## src/rtl/riscv_rvc_align_expand_if.sv

```systemverilog
// Fetch-side and ID-side handshake bundle for the RVC realigner/expander.
// The fetch unit, flush control and ID stage connect through master; the aligner uses slave.
interface riscv_rvc_align_expand_if;
  logic        fetch_valid_i;
  logic        fetch_ready_o;
  logic [31:0] fetch_rdata_i;
  logic        flush_i;
  logic [31:0] flush_addr_i;
  logic        rvc_en_i;
  logic        instr_valid_o;
  logic        instr_ready_i;
  logic [31:0] instr_rdata_o;
  logic [31:0] instr_addr_o;
  logic        is_compressed_o;
  logic        illegal_c_o;

  modport master (
    output fetch_valid_i, fetch_rdata_i, flush_i, flush_addr_i, rvc_en_i, instr_ready_i,
    input  fetch_ready_o, instr_valid_o, instr_rdata_o, instr_addr_o, is_compressed_o,
           illegal_c_o
  );

  modport slave (
    input  fetch_valid_i, fetch_rdata_i, flush_i, flush_addr_i, rvc_en_i, instr_ready_i,
    output fetch_ready_o, instr_valid_o, instr_rdata_o, instr_addr_o, is_compressed_o,
           illegal_c_o
  );
endinterface

```

## src/rtl/riscv_rvc_align_expand.sv

```systemverilog
// Fetch-word buffer, halfword realigner and RV32C expander with PC tracking and flush.
// Define RVC_FLOAT_EN to expand c.flw/c.fsw/c.flwsp/c.fswsp; otherwise they are illegal.
module riscv_rvc_align_expand #(
  parameter int unsigned BUF_DEPTH = 2,
  parameter logic [31:0] BOOT_ADDR = 32'h0000_0080
) (
  input logic                     clk,
  input logic                     rst_n,
  riscv_rvc_align_expand_if.slave bus
);
  localparam int unsigned PtrW = (BUF_DEPTH > 1) ? $clog2(BUF_DEPTH) : 1;
  localparam int unsigned CntW = PtrW + 1;
  localparam logic [CntW-1:0] Depth  = CntW'(BUF_DEPTH);
  localparam logic [CntW-1:0] CntOne = CntW'(1);
  localparam logic [CntW-1:0] CntTwo = CntW'(2);

  localparam logic [6:0] OpLoad    = 7'h03;
  localparam logic [6:0] OpLoadFp  = 7'h07;
  localparam logic [6:0] OpImm     = 7'h13;
  localparam logic [6:0] OpStore   = 7'h23;
  localparam logic [6:0] OpStoreFp = 7'h27;
  localparam logic [6:0] OpReg     = 7'h33;
  localparam logic [6:0] OpLui     = 7'h37;
  localparam logic [6:0] OpBranch  = 7'h63;
  localparam logic [6:0] OpJalr    = 7'h67;
  localparam logic [6:0] OpJal     = 7'h6f;

  logic [31:0]     buf_q [BUF_DEPTH];
  logic [PtrW-1:0] rd_ptr_q, rd_ptr_d, wr_ptr_q, wr_ptr_d, nx_ptr;
  logic [CntW-1:0] cnt_q, cnt_d;
  logic            hw_sel_q, hw_sel_d;
  logic [31:0]     pc_q, pc_d;

  logic [31:0] head_w, next_w;
  logic [15:0] h0, h1;
  logic [4:0]  rd, rs2, rd_p, rs1_p;
  logic [2:0]  alu_f3;
  logic        is_c, valid, fetch_rdy, push, take, pop;
  logic [31:0] exp_instr;
  logic        exp_ill;

  assign nx_ptr = rd_ptr_q + PtrW'(1);
  assign head_w = buf_q[rd_ptr_q];
  assign next_w = buf_q[nx_ptr];
  assign h0     = hw_sel_q ? head_w[31:16] : head_w[15:0];
  assign h1     = hw_sel_q ? next_w[15:0]  : head_w[31:16];

  assign is_c  = bus.rvc_en_i & (h0[1:0] != 2'b11);
  // A 32-bit parcel starting in the upper half needs the following word as well.
  assign valid = (cnt_q != '0) & (is_c | ~hw_sel_q | (cnt_q >= CntTwo));

  assign fetch_rdy = (cnt_q < Depth) & ~bus.flush_i;
  assign push      = bus.fetch_valid_i & fetch_rdy;
  assign take      = valid & bus.instr_ready_i & ~bus.flush_i;
  assign pop       = take & (~is_c | hw_sel_q);

  assign bus.fetch_ready_o = fetch_rdy;
  assign bus.instr_valid_o = valid;
  assign bus.instr_addr_o  = pc_q;

  always_comb begin
    if (is_c) begin
      bus.instr_rdata_o   = exp_ill ? {16'h0, h0} : exp_instr;
      bus.is_compressed_o = 1'b1;
      bus.illegal_c_o     = exp_ill;
    end else begin
      bus.instr_rdata_o   = {h1, h0};
      bus.is_compressed_o = 1'b0;
      bus.illegal_c_o     = ~bus.rvc_en_i & (h0[1:0] != 2'b11);
    end
  end

  assign rd     = h0[11:7];
  assign rs2    = h0[6:2];
  assign rd_p   = {2'b01, h0[4:2]};
  assign rs1_p  = {2'b01, h0[9:7]};
  // sub/xor/or/and -> 000/100/110/111
  assign alu_f3 = {h0[6] | h0[5], h0[6], h0[6] & h0[5]};

  always_comb begin
    exp_instr = '0;
    exp_ill   = 1'b0;
    case (h0[1:0])
      2'b00: begin
        case (h0[15:13])
          3'b000: begin
            exp_instr = {2'b0, h0[10:7], h0[12:11], h0[5], h0[6], 2'b00, 5'd2, 3'b000, rd_p,
                         OpImm};
            exp_ill   = (h0[12:5] == 8'h0);
          end
          3'b010: exp_instr = {5'b0, h0[5], h0[12:10], h0[6], 2'b00, rs1_p, 3'b010, rd_p, OpLoad};
          3'b110: exp_instr = {5'b0, h0[5], h0[12], rd_p, rs1_p, 3'b010, h0[11:10], h0[6], 2'b00,
                               OpStore};
`ifdef RVC_FLOAT_EN
          3'b011: exp_instr = {5'b0, h0[5], h0[12:10], h0[6], 2'b00, rs1_p, 3'b010, rd_p,
                               OpLoadFp};
          3'b111: exp_instr = {5'b0, h0[5], h0[12], rd_p, rs1_p, 3'b010, h0[11:10], h0[6], 2'b00,
                               OpStoreFp};
`endif
          default: exp_ill = 1'b1;
        endcase
      end
      2'b01: begin
        case (h0[15:13])
          3'b000: exp_instr = {{6{h0[12]}}, h0[12], rs2, rd, 3'b000, rd, OpImm};
          // c.jal links x1 (funct3 001), c.j links x0 (funct3 101)
          3'b001, 3'b101: exp_instr = {h0[12], h0[8], h0[10:9], h0[6], h0[7], h0[2], h0[11],
                                       h0[5:3], h0[12], {8{h0[12]}}, 4'b0, ~h0[15], OpJal};
          3'b010: begin
            exp_instr = {{6{h0[12]}}, h0[12], rs2, 5'd0, 3'b000, rd, OpImm};
            exp_ill   = (rd == 5'd0);
          end
          3'b011: begin
            if (rd == 5'd2) begin
              exp_instr = {{3{h0[12]}}, h0[4:3], h0[5], h0[2], h0[6], 4'b0, 5'd2, 3'b000, 5'd2,
                           OpImm};
              exp_ill   = ({h0[12], rs2} == 6'h0);
            end else begin
              exp_instr = {{15{h0[12]}}, rs2, rd, OpLui};
              exp_ill   = ({h0[12], rs2} == 6'h0) | (rd == 5'd0);
            end
          end
          3'b100: begin
            case (h0[11:10])
              2'b00, 2'b01: begin
                exp_instr = {1'b0, h0[10], 5'b0, rs2, rs1_p, 3'b101, rs1_p, OpImm};
                exp_ill   = h0[12] | (rs2 == 5'd0);
              end
              2'b10: exp_instr = {{6{h0[12]}}, h0[12], rs2, rs1_p, 3'b111, rs1_p, OpImm};
              default: begin
                exp_instr = {1'b0, h0[6:5] == 2'b00, 5'b0, rd_p, rs1_p, alu_f3, rs1_p, OpReg};
                exp_ill   = h0[12];
              end
            endcase
          end
          default: exp_instr = {h0[12], {3{h0[12]}}, h0[6:5], h0[2], 5'd0, rs1_p, 2'b00, h0[13],
                                h0[11:10], h0[4:3], h0[12], OpBranch};
        endcase
      end
      2'b10: begin
        case (h0[15:13])
          3'b000: begin
            exp_instr = {7'b0, rs2, rd, 3'b001, rd, OpImm};
            exp_ill   = h0[12] | (rs2 == 5'd0) | (rd == 5'd0);
          end
          3'b010: begin
            exp_instr = {4'b0, h0[3:2], h0[12], h0[6:4], 2'b00, 5'd2, 3'b010, rd, OpLoad};
            exp_ill   = (rd == 5'd0);
          end
          3'b100: begin
            if (!h0[12]) begin
              if (rs2 == 5'd0) begin
                exp_instr = {12'b0, rd, 3'b000, 5'd0, OpJalr};
                exp_ill   = (rd == 5'd0);
              end else begin
                exp_instr = {7'b0, rs2, 5'd0, 3'b000, rd, OpReg};
              end
            end else if (rs2 == 5'd0) begin
              exp_instr = (rd == 5'd0) ? 32'h0010_0073 : {12'b0, rd, 3'b000, 5'd1, OpJalr};
            end else begin
              exp_instr = {7'b0, rs2, rd, 3'b000, rd, OpReg};
            end
          end
          3'b110: exp_instr = {4'b0, h0[8:7], h0[12], rs2, 5'd2, 3'b010, h0[11:9], 2'b00, OpStore};
`ifdef RVC_FLOAT_EN
          3'b011: exp_instr = {4'b0, h0[3:2], h0[12], h0[6:4], 2'b00, 5'd2, 3'b010, rd, OpLoadFp};
          3'b111: exp_instr = {4'b0, h0[8:7], h0[12], rs2, 5'd2, 3'b010, h0[11:9], 2'b00,
                               OpStoreFp};
`endif
          default: exp_ill = 1'b1;
        endcase
      end
      default: ;
    endcase
  end

  always_comb begin
    rd_ptr_d = rd_ptr_q;
    wr_ptr_d = wr_ptr_q;
    cnt_d    = cnt_q;
    hw_sel_d = hw_sel_q;
    pc_d     = pc_q;
    if (bus.flush_i) begin
      rd_ptr_d = '0;
      wr_ptr_d = '0;
      cnt_d    = '0;
      hw_sel_d = bus.flush_addr_i[1];
      pc_d     = bus.flush_addr_i & 32'hFFFF_FFFE;
    end else begin
      if (push) begin
        wr_ptr_d = wr_ptr_q + PtrW'(1);
        cnt_d    = cnt_d + CntOne;
      end
      if (pop) begin
        rd_ptr_d = nx_ptr;
        cnt_d    = cnt_d - CntOne;
      end
      if (take) begin
        hw_sel_d = is_c ? ~hw_sel_q : hw_sel_q;
        pc_d     = pc_q + (is_c ? 32'd2 : 32'd4);
      end
    end
  end

  always_ff @(posedge clk or negedge rst_n) begin
    if (!rst_n) begin
      rd_ptr_q <= '0;
      wr_ptr_q <= '0;
      cnt_q    <= '0;
      hw_sel_q <= 1'b0;
      pc_q     <= BOOT_ADDR;
    end else begin
      rd_ptr_q <= rd_ptr_d;
      wr_ptr_q <= wr_ptr_d;
      cnt_q    <= cnt_d;
      hw_sel_q <= hw_sel_d;
      pc_q     <= pc_d;
    end
  end

  always_ff @(posedge clk) begin
    if (push) begin
      buf_q[wr_ptr_q] <= bus.fetch_rdata_i;
    end
  end
endmodule

```

## src/flat_wrapper.sv

```systemverilog
// flat-port wrapper written by rule: the top's interface ports become plain ports
module riscv_rvc_align_expand_flat 
#(
  parameter int unsigned BUF_DEPTH = 2,
  parameter logic [31:0] BOOT_ADDR = 32'h0000_0080
)
  (clk, rst_n, bus_fetch_valid_i, bus_fetch_rdata_i, bus_flush_i, bus_flush_addr_i, bus_rvc_en_i, bus_instr_ready_i, bus_fetch_ready_o, bus_instr_valid_o, bus_instr_rdata_o, bus_instr_addr_o, bus_is_compressed_o, bus_illegal_c_o);
  riscv_rvc_align_expand_if bus_i ();
  input logic clk;
  input logic rst_n;
  input wire logic [$bits(bus_i.fetch_valid_i)-1:0] bus_fetch_valid_i;
  input wire logic [$bits(bus_i.fetch_rdata_i)-1:0] bus_fetch_rdata_i;
  input wire logic [$bits(bus_i.flush_i)-1:0] bus_flush_i;
  input wire logic [$bits(bus_i.flush_addr_i)-1:0] bus_flush_addr_i;
  input wire logic [$bits(bus_i.rvc_en_i)-1:0] bus_rvc_en_i;
  input wire logic [$bits(bus_i.instr_ready_i)-1:0] bus_instr_ready_i;
  output wire logic [$bits(bus_i.fetch_ready_o)-1:0] bus_fetch_ready_o;
  output wire logic [$bits(bus_i.instr_valid_o)-1:0] bus_instr_valid_o;
  output wire logic [$bits(bus_i.instr_rdata_o)-1:0] bus_instr_rdata_o;
  output wire logic [$bits(bus_i.instr_addr_o)-1:0] bus_instr_addr_o;
  output wire logic [$bits(bus_i.is_compressed_o)-1:0] bus_is_compressed_o;
  output wire logic [$bits(bus_i.illegal_c_o)-1:0] bus_illegal_c_o;
  assign bus_i.fetch_valid_i = bus_fetch_valid_i;
  assign bus_i.fetch_rdata_i = bus_fetch_rdata_i;
  assign bus_i.flush_i = bus_flush_i;
  assign bus_i.flush_addr_i = bus_flush_addr_i;
  assign bus_i.rvc_en_i = bus_rvc_en_i;
  assign bus_i.instr_ready_i = bus_instr_ready_i;
  assign bus_fetch_ready_o = bus_i.fetch_ready_o;
  assign bus_instr_valid_o = bus_i.instr_valid_o;
  assign bus_instr_rdata_o = bus_i.instr_rdata_o;
  assign bus_instr_addr_o = bus_i.instr_addr_o;
  assign bus_is_compressed_o = bus_i.is_compressed_o;
  assign bus_illegal_c_o = bus_i.illegal_c_o;
  riscv_rvc_align_expand #(.BUF_DEPTH(BUF_DEPTH), .BOOT_ADDR(BOOT_ADDR)) u_core (.clk(clk), .rst_n(rst_n), .bus(bus_i));
endmodule
```

## config.mk

```make
export PLATFORM = sky130hd
export DESIGN_NAME = riscv_rvc_align_expand_flat
export DESIGN_NICKNAME = d
export VERILOG_FILES = /design/src/rtl/riscv_rvc_align_expand_if.sv /design/src/rtl/riscv_rvc_align_expand.sv /design/src/flat_wrapper.sv
export SDC_FILE = /design/constraint.sdc
export NUM_CORES = 1
export LEC_CHECK = 0
export CORE_MARGIN = 2
export CORE_UTILIZATION = 35
export CTS_CLUSTER_DIAMETER = 30
export DETAILED_ROUTE_END_ITERATION = 10
export DONT_BUFFER_PORTS = 1
export PLACE_DENSITY = 0.5
export RECOVER_POWER = 100
export SYNTH_ARGS = -nofsm -noshare
export SYNTH_HDL_FRONTEND = slang
export SYNTH_SLANG_ARGS = --single-unit
```

## constraint.sdc

```tcl
create_clock -name clk -period 5.4 [get_ports clk]
set_clock_uncertainty 0.2 [all_clocks]
set_input_delay 1.08 -clock clk [delete_from_list [all_inputs] [get_ports clk]]
set_output_delay 1.08 -clock clk [all_outputs]
set_load 0.01 [all_outputs]
```

==> run summary, run 1 <==
Gr usage total: 22.0%
DRC Markers: 0
CP max-delay cell: dfrtp_1
Worst-path clk slew: 0.07 ns
CTS tree: done
Pins Over Slew Limit: 62
Final net count: 768
Largest net degree at the start of global routing: 70
LEAKAGE: 2.51 nW
Routability congestion estimate from global placement: 0.994
EDFF count, synth: 64
Synth-to-layout area growth: 10.9%
Sequential element share of the synthesized area: 42.4%
Final Cycle Share: 97.4%
Inst Count DP: 916
Detail Placement HPWL: 16.6 mm
F_max: 0.190 GHz
Starting DRT DRC Count: 440
Cell chain of the critical path: buf_12, mux4_2, or3_1, or2_1, a2111oi_2, a2111o_2, nor3_2, buf_4, mux2i_1
WL/cell: 23.7 um
I/O Buffers: 0
Clock sink total: 100
Post-synthesis cell area: 0.00666 sq mm
Worst slew pin tran: 1.92 ns
Final Hold Viols: 0
Asr flop ratio synth: 36.0%
Clock buffer count from CTS: 9
N_diodes: 0
Critical path launch point type: flop
GR Overflow Total: 0
Fillcell total: 1848
# rows: 50
Syn. warnings: 0
# Max-Cap Violations: 2
Critical path type: reg -> out
Io pins: 138
Failing checks: max-capacitance violations, max-slew violations
WP buf/inv: 2
Final setup fails: 0
Pre-antenna DRT Iters: 5
First-pass GRT wire length: 33.4 mm
Relative slew slack: -27.8%
Worst path required time: 4.12 ns
Initial Util: 35.6%
#FFs+latches synth: 100
Post-DP Area: 0.00712 sq mm
Final Non-Filler Cells: 932
RSZ-0062 raised after global routing: false
Root Buffer Master: clkbuf_16
Crit. End Element: output port
Worst VDD drop: 168 uV
TNS Setup: 0 ns
Die height: 142 um
Die boundary width: 142 um
Final ANT Viol Nets: 0
Overall power: 0.00344 W
Final instance area: 0.00739 sq mm
Initial antenna violation count: 0
Via Count: 5608
Power per cell area: 465 mW/mm^2
Max Root-Sink Buffers: 2
Post-synth top flop: edfxtp_1
Post-Syn Nets: 758
Total Routed Length: 22.1 mm
WP data arrival: 3.98 ns
Syn Inst Count: 683
Min Tclk post-route: 5.26 ns
Unique cell type count in the Yosys netlist: 74
Setup Fix Bufs, Post-CTS: 0
Critical-path maximum fanout: 39
Routed vias/inst: 6.02
Total die area: 0.0202 sq mm
Share of layout cells above drive strength 1: 13.9%
CP max stage delay: 0.59 ns
Worst-skew pair later-pin latency: 0.35 ns
Outcome: complete, but fails checks
Core ar.: 0.0187 sq mm
Vias in the first global route: 5657
Mean Syn Cell Area: 9.75 sq um
Min-delay worst type: in -> async
Crit path max-delay family: simple AND/OR/NAND/NOR gates
H-Tree Depth: 3
## cells in the mapped netlist (3+ instances only)
cell       count  area share [%]
nand2_1      103             5.8
edfxtp_1      64              29
nor2_1        53             3.0
o21ai_0       41             3.1
a21oi_1       35             2.6
dfrtp_1       35              13
clkbuf_1      31             1.7
mux4_2        27             9.1
o21ai_1       26             2.0
mux2i_1       22             3.3
xnor2_1       22             2.9
nand3_1       15             1.1
o31ai_1       15             1.7
inv_1         14            0.79
nor3_1        13            0.98
xor2_1        13             1.7
buf_2         10            0.75
mux2_2        10             1.7
nand2b_1       9            0.85
nand4_1        8            0.75
a31oi_1        7            0.66
and3_1         7            0.66
nor2b_1        7            0.66
nor4_1         6            0.56
o211ai_1       6            0.68
o22ai_1        5            0.47
a211oi_1       4            0.45
and2_1         4            0.38
ha_1           4            0.75
or3_1          4            0.38
a22oi_1        3            0.34
a2bb2oi_1      3            0.39
buf_1          3            0.17
buf_6          3            0.51
o41ai_1        3            0.39
## metal layers
metal	global-route usage (%)	routed length [um]	vias to the layer above	share of wire, %
met1	29.3	9540	2784	43
met2	34.2	10000	225	45
met4	9.11	726	0	3.3
met3	5.79	1790	43	8.1
met5	0	0	-	0
li1	-	-	2556	-
## flip-flops by register name (all words and copies together), names as in the netlist
register and cells:
u_core.rd_ptr_q 1, u_core.buf_q 64, u_core.bus.instr_addr_o 31, u_core.cnt_q 2, u_core.hw_sel_q 1, u_core.wr_ptr_q 1
## report_power, final
group	switching, W	internal (W)
clock network	0.000288	0.000411
logic	0.00113	0.000610
registers	0.0000860	0.000913
## layout by cell type (no fill, tap or decap), types with 14 or more instances in the layout
| cell | count |
|---|---|
| a21oi_1 | 35 |
| mux4_2 | 27 |
| buf_4 | 31 |
| nor2_1 | 53 |
| o31ai_1 | 15 |
| xnor2_1 | 22 |
| edfxtp_1 | 64 |
| inv_1 | 15 |
| o21ai_0 | 58 |
| mux2i_1 | 22 |
| dfrtp_1 | 34 |
| nand2_1 | 103 |
| clkbuf_1 | 14 |
| nand3_1 | 15 |
## worst paths after layout
check	start	endpoint	slack, ns	cells past startpoint
worst max-delay path	u_core.hw_sel_q	bus_instr_rdata_o[6]	0.14	9
worst min-delay path	rst_n	u_core.bus.instr_addr_o[29]	0.22	0
worst max register to register	u_core.hw_sel_q	u_core.bus.instr_addr_o[15]	0.75	11
worst min register to register	u_core.wr_ptr_q	u_core.wr_ptr_q	0.37	2
max in group asynchronous	rst_n	u_core.bus.instr_addr_o[7]	4.60	0
min in group clk	u_core.wr_ptr_q	u_core.wr_ptr_q	0.37	2
## metrics by stage
step           setup WS (ns)  util [%]  hold WS (ns)
2_1_floorplan           1.17         -         0.324
4_1_cts                0.112      39.8         0.197
6_report               0.140      39.5         0.216
3_5_place_dp           0.510      38.1         0.368
3_3_place_gp           0.495      38.1         0.351
5_1_grt               0.0144      39.5         0.194
## logic make-up (layout without fill, tap and decap cells)
logic type	after synthesis	count (layout)	share of synthesized area (%)
adder cells (fa/ha/maj)	5	5	1.05
multiplexers	60	60	14.3
other	1	1	0.0563
flip-flops	100	100	42.4
buffers and inverters	63	78	4.13
XOR/XNOR	35	35	4.60
AND/OR/NAND/NOR	243	243	16.9
AO/OA/AOI/OAI	176	176	16.6
## what timing repair did
action / 4_1_cts / 5_1_grt
hold buffers: 0 / 0
resized for setup: 0 / 2
endpoints found under the setup margin: 0 / 13
## layout make-up
class	count	area [sq um]	area share [%]
clock buffer	10	229	3.10
sequential	100	2830	38.2
timing repair buffer	47	327	4.42
multi-input combinational	520	3560	48.2
clock inverter	6	95.1	1.29
tap	234	293	3.96
inverter	15	56.3	0.762
(Power assumes the default switching activity.)
==> run 2: changes to the inputs <==
Settings changed: MAX_ROUTING_LAYER from default to met4.
Clock period 5.4 ns to 6 ns, I/O delays scaled along.
==> run 2 against run 1 <==
The run still ends with max-capacitance violations, max-slew violations left. Worst setup slack gained 0.20 ns. Die area is the same. Critical path depth is the same. First-iteration DRC count grew 2.5%. Largest power group unchanged. Critical endpoint is now bus_instr_rdata_o[30]. Sequential power shrank 8.6%. Via count shrank 1.8%. Core utilization shrank 0.88 points.
==> run summary, run 2 (synthesis gave the netlist of run 1 again) <==
Combinational power share: 49.4%
Crit. End Element: output port
Power per cell area: 410 mW/mm^2
Final setup fails: 0
Clock sink total: 100
Clock Power Share: 19.8%
Pins Over Slew Limit: 66
Outcome: complete, but fails checks
First-pass GRT wire length: 32.6 mm
DRC Markers: 0
Hold Buf Count CTS: 0
Net Switching: 0.00132 W
Die boundary width: 142 um
Worst slew pin tran: 1.99 ns
Relative slew slack: -32.4%
Core ar.: 0.0187 sq mm
Io pins: 138
Sw Ratio: 44.4%
Critical-path maximum fanout: 16
Setup ws final: 0.338 ns
Initial antenna violation count: 0
Internal: 0.00165 W
Commonest non-fill, non-tap cell in the layout: nand2_1
I/O Buffers: 0
Gr usage total: 22.1%
WL/cell: 23.3 um
Final net count: 751
CTS tree: done
Worst R2R Start: u_core.rd_ptr_q
Max Root-Sink Buffers: 2
Pre-antenna DRT Iters: 5
Share of layout cells above drive strength 1: 12.8%
Starting DRT DRC Count: 451
LEAKAGE: 2.44 nW
Failing checks: max-capacitance violations, max-slew violations
Critical path launch point type: flop
Worst-path clk slew: 0.08 ns
Max FFs per register: 64
Detail Placement HPWL: 15.8 mm
GR Overflow Total: 0
F_max: 0.177 GHz
Most flop-heavy register: u_core.buf_q
Worst-skew pair later-pin latency: 0.36 ns
Via Count: 5506
Min Tclk post-route: 5.66 ns
WHS: 0.323 ns
# Max-Cap Violations: 2
Largest net degree at the start of global routing: 70
Worst VDD drop: 159 uV
Cells on worst reg2reg path: 12
H-Tree Depth: 3
Overall power: 0.00296 W
Final Hold Viols: 0
Post-CTS Resized: 0
WP data arrival: 4.26 ns
Die height: 142 um
Reg-to-reg endpoint: u_core.bus.instr_addr_o[13]
Most frequent cells in the layout: 103 x nand2_1, 64 x edfxtp_1, 61 x o21ai_0
Routability congestion estimate from global placement: 0.986
Vias in the first global route: 5489
Total die area: 0.0202 sq mm
Total Routed Length: 21.3 mm
Final Cycle Share: 94.4%
Worst reg2reg setup slack: 1.20 ns
Share of the core filled with cells: 38.6%
Initial Util: 35.6%
Clock buffer count from CTS: 9
Reg power frac: 30.8%
RSZ-0062 raised after global routing: false
TNS Setup: 0 ns
Synth-to-layout area growth: 8.39%
Min-delay worst type: in -> async
DP Worst Slack: 0.667 ns
Final ANT Viol Nets: 0
Setup Fix Bufs, Post-CTS: 0
Root Buffer Master: clkbuf_16
Routed vias/inst: 6.02
N_diodes: 0
# rows: 50
Worst path required time: 4.60 ns
Critical path type: reg -> out
[run 2: cell type report]
type                       instances  area, sq um
sequential                       100         2830
clock inverter                     7         70.1
clock buffer                       9          225
multi-input combinational        520         3550
inverter                          15         56.3
fill                            1887        11500
tap                              234          293
timing repair buffer              30          196
[run 2: per-stage QoR]
stage	area [sq um]	std cells
3_5_place_dp	6970	899
4_1_cts	7260	915
3_3_place_gp	6970	899
2_1_floorplan	6660	683
6_report	7220	915
5_1_grt	7220	915
[run 2: critical path, cell delays in order, from the launching register on]
cell and delay, ns:
dfrtp_2 0.58, buf_4 0.35, mux4_2 0.62, or3_1 0.48, or2_1 0.36, a2111oi_1 0.57, a2111oi_1 0.16, nand2_1 0.44
o41ai_1 0.18, clkbuf_1 0.16
[run 2: how the worst max path moves through the flow]
stage,from,to,slack (ns),cells past startpoint
floorplan,u_core.rd_ptr_q,bus_instr_rdata_o[30],1.65,10
global placement,u_core.rd_ptr_q,bus_instr_rdata_o[31],0.66,9
detailed placement,u_core.rd_ptr_q,bus_instr_rdata_o[31],0.67,9
CTS,u_core.rd_ptr_q,bus_instr_rdata_o[31],0.28,9
global route,u_core.rd_ptr_q,bus_instr_rdata_o[31],0.07,9
finish,u_core.rd_ptr_q,bus_instr_rdata_o[30],0.34,9
[run 2: metal layers]
layer / track usage, % / routed length [um]
met1: 29.4 / 9360
met2: 33.1 / 9800
met3: 4.98 / 1610
met4: 8.26 / 551
met5: - / 0
[run 2: power groups by stage]
stage / sequential [W] / combinational [W] / clock, W
finish: 0.000913 / 0.00147 / 0.000586
global route: 0.000927 / 0.00159 / 0.000626
CTS: 0.000912 / 0.00147 / 0.000602
detailed placement: 0.000926 / 0.00147 / 0
global placement: 0.000920 / 0.00147 / 0
floorplan: 0.000887 / 0.00105 / 0
